`config.mk`:
```
export PLATFORM = sky130hd
export DESIGN_NAME = mas_frame_accumulator
export DESIGN_NICKNAME = d
export VERILOG_FILES = /design/src/rtl/mas_frame_accumulator_pkg.sv /design/src/rtl/mas_reduce_step.sv /design/src/rtl/mas_frame_accumulator.sv
export SDC_FILE = /design/constraint.sdc
export NUM_CORES = 1
export LEC_CHECK = 0
export BUFFER_PORTS_ARGS = -buffer_cell sky130_fd_sc_hd__buf_2
export CELL_PAD_IN_SITES_DETAIL_PLACEMENT = 0
export CELL_PAD_IN_SITES_GLOBAL_PLACEMENT = 1
export CORE_MARGIN = 2
export CORE_UTILIZATION = 41
export CTS_CLUSTER_SIZE = 16
export DETAILED_ROUTE_END_ITERATION = 7
export HOLD_SLACK_MARGIN = 0.08
export PLACE_DENSITY_LB_ADDON = 0.05
export SLEW_MARGIN = 25
export SYNTH_ARGS = -nofsm -noshare
export SYNTH_HDL_FRONTEND = slang
export SYNTH_SLANG_ARGS = --single-unit
```
`constraint.sdc`:
```
create_clock -name clk -period 3.6 [get_ports clk]
set_input_delay 0.36 -clock clk [delete_from_list [all_inputs] [get_ports clk]]
set_output_delay 0.36 -clock clk [all_outputs]
set_load 0.005 [all_outputs]
```
`src/rtl/mas_frame_accumulator_pkg.sv`:
```
// rtl/mas_frame_accumulator_pkg.sv - shared encodings for the modular frame accumulator
package mas_frame_accumulator_pkg;

   localparam logic [1:0] OP_ADD  = 2'b00;
   localparam logic [1:0] OP_LOAD = 2'b01;
   localparam logic [1:0] OP_HOLD = 2'b10;
   localparam logic [1:0] OP_SUB  = 2'b11;

   typedef enum logic [1:0] {
      ST_IDLE   = 2'd0,
      ST_ACCUM  = 2'd1,
      ST_REDUCE = 2'd2,
      ST_OUT    = 2'd3
   } state_e;

   localparam int TCMP_GE0 = 0;
   localparam int TCMP_GEQ = 1;

endpackage

```
`src/rtl/mas_reduce_step.sv`:
```
// rtl/mas_reduce_step.sv - one compare-then-add/subtract-Q step toward [0, Q)
module mas_reduce_step
   import mas_frame_accumulator_pkg::*;
#(
   parameter int W  = 5,
   parameter int AW = 9
) (
   input  logic [AW-1:0] acc,
   input  logic [W-1:0]  q,
   output logic [AW-1:0] acc_next,
   output logic [1:0]    tcmp,
   output logic          done
);

   logic signed [AW-1:0] acc_s;
   logic signed [AW-1:0] q_ext;

   assign acc_s = acc;
   assign q_ext = {{(AW-W){q[W-1]}}, q};

   // tcmp 10 only arises for a non-positive modulus; the caller never steps that case
   always_comb begin
      tcmp           = 2'b00;
      tcmp[TCMP_GE0] = ~acc[AW-1];
      tcmp[TCMP_GEQ] = (acc_s >= q_ext);
      done           = (tcmp == 2'b01);
      acc_next       = acc;
      if (tcmp == 2'b00) begin
         acc_next = acc + q_ext;
      end else if (tcmp == 2'b11) begin
         acc_next = acc - q_ext;
      end
   end

endmodule

```
`src/rtl/mas_frame_accumulator.sv`:
```
// rtl/mas_frame_accumulator.sv - streams signed operands into a wide accumulator,
// then reduces the frame total into [0, Q) and hands it downstream
module mas_frame_accumulator
   import mas_frame_accumulator_pkg::*;
#(
   parameter int W         = 5,
   parameter int MAX_BEATS = 8,
   parameter int AW        = W + $clog2(MAX_BEATS) + 1
) (
   input  logic          clk,
   input  logic          rst_n,
   input  logic          in_valid,
   output logic          in_ready,
   input  logic [W-1:0]  din,
   input  logic [1:0]    sel,
   input  logic          last,
   input  logic [W-1:0]  q,
   output logic          out_valid,
   input  logic          out_ready,
   output logic [W-2:0]  dout,
   output logic [AW-1:0] raw_sum,
   output logic [1:0]    tcmp,
   output logic [AW-1:0] iters,
   output logic          err
);

   localparam int CW = $clog2(MAX_BEATS + 1);

   state_e        state_q, state_d;
   logic [AW-1:0] acc_q, acc_d;
   logic [W-1:0]  q_reg_q, q_reg_d;
   logic [CW-1:0] cnt_q, cnt_d;
   logic          first_q, first_d;
   logic [W-2:0]  dout_q, dout_d;
   logic [AW-1:0] raw_sum_q, raw_sum_d;
   logic [1:0]    tcmp_q, tcmp_d;
   logic [AW-1:0] iters_q, iters_d;
   logic          err_q, err_d;
   logic          in_ready_q, in_ready_d;
   logic          out_valid_q, out_valid_d;

   logic [AW-1:0] din_ext;
   logic [AW-1:0] base;
   logic [AW-1:0] op_res;
   logic [CW-1:0] cnt_inc;
   logic          beat;
   logic          q_nonpos;
   logic [AW-1:0] step_acc;
   logic [1:0]    step_tcmp;
   logic          step_done;

   mas_reduce_step #(
      .W  (W),
      .AW (AW)
   ) u_step (
      .acc      (acc_q),
      .q        (q_reg_q),
      .acc_next (step_acc),
      .tcmp     (step_tcmp),
      .done     (step_done)
   );

   assign beat     = in_valid & in_ready_q;
   assign q_nonpos = q_reg_q[W-1] | (q_reg_q == '0);
   assign din_ext  = {{(AW-W){din[W-1]}}, din};
   // The first beat of a frame operates on zero rather than on the stale total
   assign base     = (state_q == ST_IDLE) ? '0 : acc_q;
   assign cnt_inc  = (state_q == ST_IDLE) ? CW'(1) : cnt_q + CW'(1);

   always_comb begin
      op_res = base - din_ext;
      case (sel)
         OP_ADD:  op_res = base + din_ext;
         OP_LOAD: op_res = din_ext;
         OP_HOLD: op_res = base;
         default: op_res = base - din_ext;
      endcase
   end

   always_comb begin
      state_d   = state_q;
      acc_d     = acc_q;
      q_reg_d   = q_reg_q;
      cnt_d     = cnt_q;
      first_d   = first_q;
      dout_d    = dout_q;
      raw_sum_d = raw_sum_q;
      tcmp_d    = tcmp_q;
      iters_d   = iters_q;
      err_d     = err_q;

      case (state_q)
         ST_IDLE, ST_ACCUM: begin
            if (beat) begin
               acc_d = op_res;
               cnt_d = cnt_inc;
               if (state_q == ST_IDLE) begin
                  q_reg_d = q;
                  err_d   = 1'b0;
               end
               if (last || (cnt_inc == CW'(MAX_BEATS))) begin
                  state_d = ST_REDUCE;
                  first_d = 1'b1;
                  if (!last) begin
                     err_d = 1'b1;
                  end
               end else begin
                  state_d = ST_ACCUM;
               end
            end
         end
         ST_REDUCE: begin
            first_d = 1'b0;
            if (first_q) begin
               raw_sum_d = acc_q;
               tcmp_d    = step_tcmp;
               iters_d   = '0;
            end
            if (first_q && q_nonpos) begin
               err_d   = 1'b1;
               dout_d  = '0;
               state_d = ST_OUT;
            end else if (step_done) begin
               dout_d  = acc_q[W-2:0];
               state_d = ST_OUT;
            end else begin
               acc_d   = step_acc;
               iters_d = (first_q ? '0 : iters_q) + AW'(1);
            end
         end
         default: begin
            if (out_ready) begin
               state_d = ST_IDLE;
            end
         end
      endcase

      in_ready_d  = (state_d == ST_IDLE) || (state_d == ST_ACCUM);
      out_valid_d = (state_d == ST_OUT);
   end

   always_ff @(posedge clk or negedge rst_n) begin
      if (!rst_n) begin
         state_q     <= ST_IDLE;
         acc_q       <= '0;
         q_reg_q     <= '0;
         cnt_q       <= '0;
         first_q     <= 1'b0;
         dout_q      <= '0;
         raw_sum_q   <= '0;
         tcmp_q      <= '0;
         iters_q     <= '0;
         err_q       <= 1'b0;
         in_ready_q  <= 1'b0;
         out_valid_q <= 1'b0;
      end else begin
         state_q     <= state_d;
         acc_q       <= acc_d;
         q_reg_q     <= q_reg_d;
         cnt_q       <= cnt_d;
         first_q     <= first_d;
         dout_q      <= dout_d;
         raw_sum_q   <= raw_sum_d;
         tcmp_q      <= tcmp_d;
         iters_q     <= iters_d;
         err_q       <= err_d;
         in_ready_q  <= in_ready_d;
         out_valid_q <= out_valid_d;
      end
   end

   assign in_ready  = in_ready_q;
   assign out_valid = out_valid_q;
   assign dout      = dout_q;
   assign raw_sum   = raw_sum_q;
   assign tcmp      = tcmp_q;
   assign iters     = iters_q;
   assign err       = err_q;

endmodule
```
==> flow_summary_export.csv <==
group,metric,value,unit
setup_path,end_kind,"flop",
sta,hold_viol,0,
clock_network,insertion_delay,320,ps
yosys,synth_ff_type,"dfrtp_1",
clock_network,cts_buffer_depth,2,
final_layout,drive_above_1_share,0.271,
sta,skew,14.7,ps
sta,finalCritPeriodShare,0.981,
final_layout,fill_cells,855,
hold_path,min_path_type,"primary input to async pin",
final_layout,layout_commonest_cell,"dfrtp_1",
final_layout,num-nets-final,551,
placement,place_hpwl,7.75,mm
grt,grt_max_degree,36,
placement,io_buffers,43,
setup_path,path_max_fanout,5,
placement,gp_congestion,0.879,
setup_path,crit_slowest_cell,"dfrtp_1",
final_layout,layout_common_cells,"dfrtp_1, buf_2, o21ai_0",
grt,overflow,0,
yosys,synth_top_area_cell,"dfrtp_1",
drt,drtAntennaViolNets,0,
floorplanning,io_pins,44,
sta,setup_tns,0,ps
clock_network,holdBufCountCts,0,
drt,drc_errors,0,
clock_network,clk_pin_slew_worst_paths,100,ps
setup_path,cp.arrival,3740,ps
grt,grtUsageTotal,0.217,
final_layout,final_cells,606,
floorplanning,dieWidth,99.7,um
drt,drt_iter0_markers,106,
sta,timing.fmax,283,MHz
drt,vias,3452,
clock_network,cts_tree,"yes",
clock_network,clock_sinks,48,
setup_path,required,3800,ps
sta,period_needed,3530,ps
clock_network,cts-root-buf,"clkbuf_8",
flow_run,cap_violations,0,
floorplanning,die_y,99.7,um
yosys,synth_edf_count,0,
clock_network,cts_made_buffers,5,
floorplanning,rows,34,
sta,worst-slew-pin-transition,799,ps
final_layout,syn_to_final_growth,23.2,%
sta,slew_viol_final,0,
yosys,synth_cell_types,58,
floorplanning,initial_core_util,0.426,
yosys,yosysSeqAreaShare,0.320,
yosys,syn_inst,428,
grt,grt_first_pass_wirelength,17.1,mm
yosys,ys_ff_latch,48,
yosys,avgSynthCellArea,8.77,um2
setup_path,worstPathCellList,"inv_4 > ha_4 > a21oi_2 > o211ai_1 > o31ai_4 > nand2_2 > buf_6 > o31ai_4 > xnor2_1 > ha_1 > a211o_1 > a2111oi_2 > or2_4 > a2111oi_2 > o32a_1",
yosys,synth_fp_nets,482,
placement,dp.cells,594,
setup_path,worst-path-buf-inv,2,
yosys,async_flop_share,1.00,
final_layout,diodes,0,
floorplanning,core,0.00881,mm2
drt,vias_per_cell,5.70,
grt,antenna_found_initial,0,
yosys,synth_top_area_frac,0.320,
grt,grt_pass1_vias,3368,
drt,avgRoutedWirePerCell,17.5,um
setup_path,path_class,"flop to flop",
yosys,ys_warn_count,0,
final_layout,fin_util,0.525,
sta,setup_viol,0,
drt,totalWireLength,10.6,mm
setup_path,critPathTopFamily,"compound AO/OA/AOI/OAI gates",
yosys,yosys-top-cells-area,"dfrtp_1, ha_1, o21ai_0",
yosys,syn_area,0.00375,mm2
sta,slew_headroom,0.468,
clock_network,h-tree-depth,2,
floorplanning,die_area,0.00993,mm2
setup_path,crit_path_max_incr_delay,420,ps
setup_path,cp-start-kind,"flop",
drt,dr.pass1.iters,4,
run_status,status,"completed",
## synth_stat cells, drive strengths merged (3+ instances only)
cell and instances:
mux2i 11, a21o 6, xnor2 11, or2 4, a21oi 30, xor2 4, buf 7, clkbuf 12
o21ai 41, nor2 33, o31ai 5, nor3 8, nand2b 4, a22o 4, a31oi 7, nor2b 12
inv 18, a22oi 5, nor4 4, o31a 3, o211ai 6, or3 3, ha 35, dfrtp 48
and2 3, o21a 4, nor3b 5, a211oi 3, mux2 12, nand2 39, nand3 7, o2111ai 4
a2111oi 3
## path summary, 6_finish.rpt
| path | start | endpoint | slack (ps) | depth (start not counted) |
|---|---|---|---|---|
| max | q_reg_q[4] | acc_q[8] | 70 | 15 |
| min | rst_n | cnt_q[3] | 110 | 1 |
| max reg2reg | q_reg_q[4] | acc_q[8] | 70 | 15 |
| min reg2reg | raw_sum[8] | raw_sum[8] | 480 | 2 |
| max in group asynchronous | rst_n | acc_q[1] | 2760 | 2 |
| min in group clk | q[1] | q_reg_q[1] | 260 | 3 |
## cell type report
type	instances	area, um2	share of cell area
multi-input cells	343	2580	0.559
flip-flops and latches	48	1200	0.260
repair buffers	81	508	0.110
well taps	108	135	0.0292
clock buffers	7	96.3	0.0208
inverters	18	70.1	0.0152
clock inverters	1	30.0	0.00649
## metrics by stage
| stage | hold WS, ps | instance area [um2] | setup WS [ps] |
|---|---|---|---|
| after floorplan | 64.4 | 3770 | 15.0 |
| after detailed placement | 469 | 4290 | -108 |
| after CTS | 152 | 4430 | 9.02 |
| after global placement | 460 | 4290 | -6.85 |
| final | 111 | 4620 | 68.1 |
| after global routing | 173 | 4620 | -42.0 |
## layer usage
layer | global-route usage | up-vias | wire (um)
met4 | 0.0537 | 0 | 151
met3 | 0.0295 | 10 | 295
met2 | 0.369 | 50 | 5210
li1 | - | 1711 | -
met1 | 0.292 | 1681 | 4960
met5 | 0 | - | 0
## state kept, by name (all words and copies together), names as in the netlist
name and cells:
acc_q 9, cnt_q 4, dout 4, err 1, first_q 1, in_ready 1
iters 9, out_valid 1, q_reg_q 5, raw_sum 9, state_q 2, tcmp 2
## timing repair
item	in CTS	in global routing
buffers inserted	0	4
pin swaps	1	14
setup endpoints to repair	2	3
resized for setup	3	27
## kinds of logic after synthesis
family / Yosys count / share of synthesized area
AO/OA/AOI/OAI: 138 / 0.240
AND/OR/NAND/NOR: 130 / 0.171
flip-flops: 48 / 0.320
adder cells (fa/ha/maj): 37 / 0.127
buffers and inverters: 37 / 0.0407
XOR/XNOR: 15 / 0.0350
multiplexers: 23 / 0.0664
## worst register-to-register path: cells and delay by family, from the launching register on
kind / cells / cell delay [ps]
buf+inv: 2 / 280
simple gates: 2 / 330
xor+xnor: 1 / 110
fa+ha+maj: 2 / 530
flops: 1 / 420
compound gates: 8 / 1760
Power is not shown: default switching activity piles up to over one toggle a cycle in this logic, so the estimate is an artifact.
